**config.mk**
```make
export PLATFORM = sky130hd
export DESIGN_NAME = inc_feed_fifo
export DESIGN_NICKNAME = d
export VERILOG_FILES = /design/src/rtl/inc_feed_fifo_pkg.sv /design/src/rtl/inc_feed_fifo_wrap_ptr.sv /design/src/rtl/inc_feed_fifo.sv
export SDC_FILE = /design/constraint.sdc
export NUM_CORES = 1
export LEC_CHECK = 0
export CORE_UTILIZATION = 35
export CTS_CLUSTER_SIZE = 30
export DETAILED_ROUTE_END_ITERATION = 8
export GPL_ROUTABILITY_DRIVEN = 0
export PLACE_DENSITY = 0.59
export SLEW_MARGIN = 20
export SYNTH_ARGS = -nofsm -noshare
export SYNTH_HDL_FRONTEND = slang
export SYNTH_SLANG_ARGS = --single-unit
```
**constraint.sdc**
```tcl
create_clock -name clk -period 2.25 [get_ports clk]
set_input_delay 0.225 -clock clk [delete_from_list [all_inputs] [get_ports clk]]
set_output_delay 0.225 -clock clk [all_outputs]
set_load 0.1 [all_outputs]
```
**src/rtl/inc_feed_fifo_pkg.sv**
```systemverilog
// Shared sizing for the incrementer feed queue and its pointer sub-module.
package inc_feed_fifo_pkg;
    localparam int DEF_WIDTH = 7;
    localparam int DEF_DEPTH = 4;
    localparam int PTR_W     = $clog2(DEF_DEPTH);
endpackage

```
**src/rtl/inc_feed_fifo_wrap_ptr.sv**
```systemverilog
// Wrapping queue pointer: increments on enable, wraps naturally at 2**W.
module inc_feed_fifo_wrap_ptr
    import inc_feed_fifo_pkg::*;
#(
    parameter int W = PTR_W
) (
    input  logic         clk,
    input  logic         rst_n,
    input  logic         i_clr,
    input  logic         i_inc,
    output logic [W-1:0] o_ptr
);
    logic [W-1:0] r_ptr;

    always_ff @(posedge clk or negedge rst_n) begin
        if (!rst_n)     r_ptr <= '0;
        else if (i_clr) r_ptr <= '0;
        else if (i_inc) r_ptr <= r_ptr + W'(1);
    end

    assign o_ptr = r_ptr;
endmodule

```
**src/rtl/inc_feed_fifo.sv**
```systemverilog
// Small valid/ready queue feeding the incrementer's d input; flags dropped writes.
module inc_feed_fifo
    import inc_feed_fifo_pkg::*;
#(
    parameter int WIDTH = DEF_WIDTH,
    parameter int DEPTH = DEF_DEPTH
) (
    input  logic                     clk,
    input  logic                     reset,
    input  logic                     clr,
    input  logic                     in_valid,
    input  logic [WIDTH-1:0]         in_data,
    output logic                     in_ready,
    output logic [WIDTH-1:0]         d_out,
    output logic                     out_valid,
    input  logic                     out_ready,
    output logic [$clog2(DEPTH):0]   count,
    output logic                     ovf
);
    localparam int PW = $clog2(DEPTH);
    localparam int CW = PW + 1;

    logic [WIDTH-1:0] r_mem [DEPTH];
    logic [CW-1:0]    r_cnt;
    logic             r_ovf;
    logic [PW-1:0]    w_wp;
    logic [PW-1:0]    w_rp;
    logic             w_full;
    logic             w_empty;
    logic             w_push;
    logic             w_pop;

    // Flags derive from the registered count only, so no input reaches an output.
    assign w_full  = (r_cnt == CW'(DEPTH));
    assign w_empty = (r_cnt == '0);
    assign w_push  = in_valid && !w_full;
    assign w_pop   = !w_empty && out_ready;

    inc_feed_fifo_wrap_ptr #(.W(PW)) u_wp (
        .clk   (clk),
        .rst_n (reset),
        .i_clr (clr),
        .i_inc (w_push),
        .o_ptr (w_wp)
    );

    inc_feed_fifo_wrap_ptr #(.W(PW)) u_rp (
        .clk   (clk),
        .rst_n (reset),
        .i_clr (clr),
        .i_inc (w_pop),
        .o_ptr (w_rp)
    );

    always_ff @(posedge clk) begin
        if (w_push && !clr) r_mem[w_wp] <= in_data;
    end

    always_ff @(posedge clk or negedge reset) begin
        if (!reset)                r_cnt <= '0;
        else if (clr)              r_cnt <= '0;
        else if (w_push && !w_pop) r_cnt <= r_cnt + CW'(1);
        else if (!w_push && w_pop) r_cnt <= r_cnt - CW'(1);
    end

    // Sticky until clr/reset; a pop in the same cycle does not rescue a write to a full queue.
    always_ff @(posedge clk or negedge reset) begin
        if (!reset)                  r_ovf <= 1'b0;
        else if (clr)                r_ovf <= 1'b0;
        else if (in_valid && w_full) r_ovf <= 1'b1;
    end

    assign in_ready  = !w_full;
    assign out_valid = !w_empty;
    assign d_out     = w_empty ? '0 : r_mem[w_rp];
    assign count     = r_cnt;
    assign ovf       = r_ovf;
endmodule

```
==> run_results.csv <==
group,metric,value,unit
cts,cts_hold_buf,0,
global_route,track_usage,13.9,%
synthesis,synth_cells,111,
drt,drt_wl_total,3190,µm
critical_path,regToRegStartpoint,"count[1]",
critical_path,critPathLaunchType,"flop",
placement,placedInstanceArea,0.00211,mm²
cts,htreeDepth,2,
sta,timing.slew.headroom,73.8,%
floorplan,die_area,0.00500,mm²
final_layout,layout.nets,164,
sta,skew,4.98,ps
critical_path,worstPathRequired,2410,ps
synthesis,synth_top_area_cell,"edfxtp_1",
synthesis,synth_seq_area_share,63.0,%
synthesis,ys_ff_latch,36,
sta,finalHoldViolations,0,
global_route,antenna_found_initial,0,
sta,setup_viol,0,
synthesis,synth_top_cells_by_area,"edfxtp_1 (51%), dfrtp_1 (12%), mux4_2 (9.5%), ha_1 (3.0%), nor2b_1 (2.6%)",
sta,fmax,455,MHz
critical_path,ff2ff_path_depth,7,
cts,clk_pin_slew,70,ps
cts,cts.path.max_buffers,2,
critical_path,crit_chain,"nor3b_4, bufinv_8, and3_4, fa_2, and3b_2, a311oi_2, a211oi_2",
floorplan,start_util,37.2,%
global_route,grt_overflow,0,
sta,fin_crit_sh,97.6,%
sta,report.final.slew_viol_count,0,
run_status,outcome,"complete, but fails checks",
final_layout,multi_input_area,586,µm²
critical_path,r2r_slack,50,ps
floorplan,die_x,70.7,µm
drt,drc_errors,2,
floorplan,core_region_area,0.00444,mm²
drt,vias,1021,
drt,drtPass1Iterations,6,
worst_hold_path,worstHoldPathType,"in2async",
critical_path,startpoint,"count[1]",
floorplan,rows,24,
drt,drt_iter0_markers,66,
synthesis,synth_nets,128,
final_layout,diodes,0,
global_route,grt_pass1_wl,5080,µm
synthesis,synth.cell_area,0.00165,mm²
final_layout,design_area,0.00225,mm²
synthesis,avgSynthCellArea,14.9,µm²
cts,cts_sinks,36,
cts,numCtsBuffers,5,
placement,io_buffers,24,
critical_path,r2r-end,"count[2]",
critical_path,cpPeakStageDelay,490,ps
run_status,violations,"DRC",
sta,worstMarginPinSlew,391,ps
synthesis,ys_types,34,
final_layout,regArea,0.00105,mm²
global_route,grt_max_degree,13,
floorplan,num_io_pins,25,
critical_path,crit_path_end_kind,"flop",
cts,clk_latency,290,ps
job,maxCapViolations,0,
sta,fin_crit,2200,ps
final_layout,drive_gt1_share,40.5,%
placement,dp_hpwl,2250,µm
cts,cts_root_buffer,"clkbuf_8",
drt,post_drt_wl_per_cell,16.0,µm
final_layout,fillers,371,
critical_path,path_max_fanout,4,
synthesis,synth_top_area_share,50.9,%
drt,antenna_left,0,
global_route,first_global_vias,1044,
final_layout,syn_to_final_growth,36.0,%
synthesis,yosys_warnings,0,
cts,cts_tree,"yes",
sta,fin_tns_setup,0,ps
critical_path,arrival,2360,ps
critical_path,crit_type,"reg2reg",
critical_path,slowest_stage,"dfrtp_4",
floorplan,fp.dieH,70.7,µm
drt,viasPerCell,5.11,
==> worst max-delay path, delay by kind of cell (launching register included) <==
family | cells | cell delay (ps)
AOI/OAI and AO/OA | 2 | 350
adders and majority gates | 1 | 370
and+or+nand+nor | 3 | 640
buffers and inverters | 1 | 220
DFF | 1 | 490
==> cells in the mapped netlist <==
master,count
a31o_2,1
and3b_1,1
mux4_2,7
o211a_1,1
mux2i_1,1
mux2_4,1
o31ai_1,2
a311oi_1,1
nor3b_2,1
and2_1,4
dfrtp_1,8
a211oi_1,1
nor3_1,2
buf_4,1
a211o_1,1
inv_2,1
o21a_1,1
buf_6,1
a21o_1,1
nor2b_1,7
nand3_1,2
o21ai_0,3
nor2_1,8
clkbuf_1,2
o311ai_0,1
and3_1,1
xor2_1,2
inv_1,8
edfxtp_1,28
buf_2,3
a21oi_1,3
fa_1,1
ha_1,4
o211ai_1,1
==> worst max-delay path by stage <==
stage,cells after the start,end
after CTS,7,count[2]
after floorplan,8,count[2]
after global placement,7,count[2]
final,7,count[2]
after detailed placement,7,count[2]
after global routing,7,count[2]
==> flip-flops by register name, indices dropped and copies added, names as in the netlist <==
| signal | flops |
|---|---|
| r_mem | 28 |
| u_wp.o_ptr | 2 |
| count | 3 |
| u_rp.o_ptr | 2 |
| ovf | 1 |
==> per-layer routing <==
layer / global-route usage [%] / share of wire (%) / routed length [µm]
met1: 17.3 / 41 / 1320
met2: 23.2 / 52 / 1650
met3: 3.42 / 5.0 / 160
met4: 6.00 / 1.8 / 59
met5: 0 / 0 / 0
==> layout by cell type (no fill, tap or decap), types with 2 or more instances in the layout <==
| master | netlist | routed |
|---|---|---|
| o31ai_1 | 2 | 2 |
| buf_4 | 1 | 16 |
| inv_1 | 8 | 8 |
| clkinv_2 | 0 | 2 |
| o21ai_0 | 3 | 3 |
| dfrtp_4 | 0 | 3 |
| dfrtp_1 | 8 | 5 |
| and2_1 | 4 | 4 |
| xor2_1 | 2 | 2 |
| nor2b_2 | 0 | 7 |
| nand3_1 | 2 | 2 |
| edfxtp_1 | 28 | 28 |
| nor2_1 | 8 | 8 |
| clkdlybuf4s50_1 | 0 | 11 |
| ha_1 | 4 | 4 |
| mux4_2 | 7 | 7 |
| buf_12 | 0 | 9 |
| clkbuf_8 | 0 | 5 |
| a21oi_1 | 3 | 3 |
==> what timing repair did <==
item | in CTS | in global routing
setup endpoints to repair | 0 | 1
buffers inserted | 0 | 4
gates resized for setup | 0 | 4
==> metrics by stage <==
step,hold slack [ps],setup slack (ps),std cells,util (%)
6_report,223,54.4,200,50.6
5_1_grt,244,-34.7,200,50.6
4_1_cts,230,0.539,196,49.5
3_5_place_dp,495,14.3,188,47.6
3_3_place_gp,498,113,188,47.6
2_1_floorplan,-70.6,-228,111,-
==> cell families after synthesis <==
kind of cell	synth area share, %
mux	11.1
xor+xnor	1.06
simple gates	8.86
flops	63.0
compound gates	7.27
fa+ha+maj	4.24
buf+inv	4.54
==> area by class of cell <==
class                           count  area share [%]
Clock inverter                      3           0.835
Tap cell                           52            2.89
Clock buffer                        5            3.06
Multi-Input combinational cell     59            26.0
Timing Repair Buffer               36            18.3
Sequential cell                    36            46.8
Inverter                            9            2.11
Power is left out: the tool's default activity adds up to more than one toggle a clock period on the data nets, which glitch-free logic cannot reach.
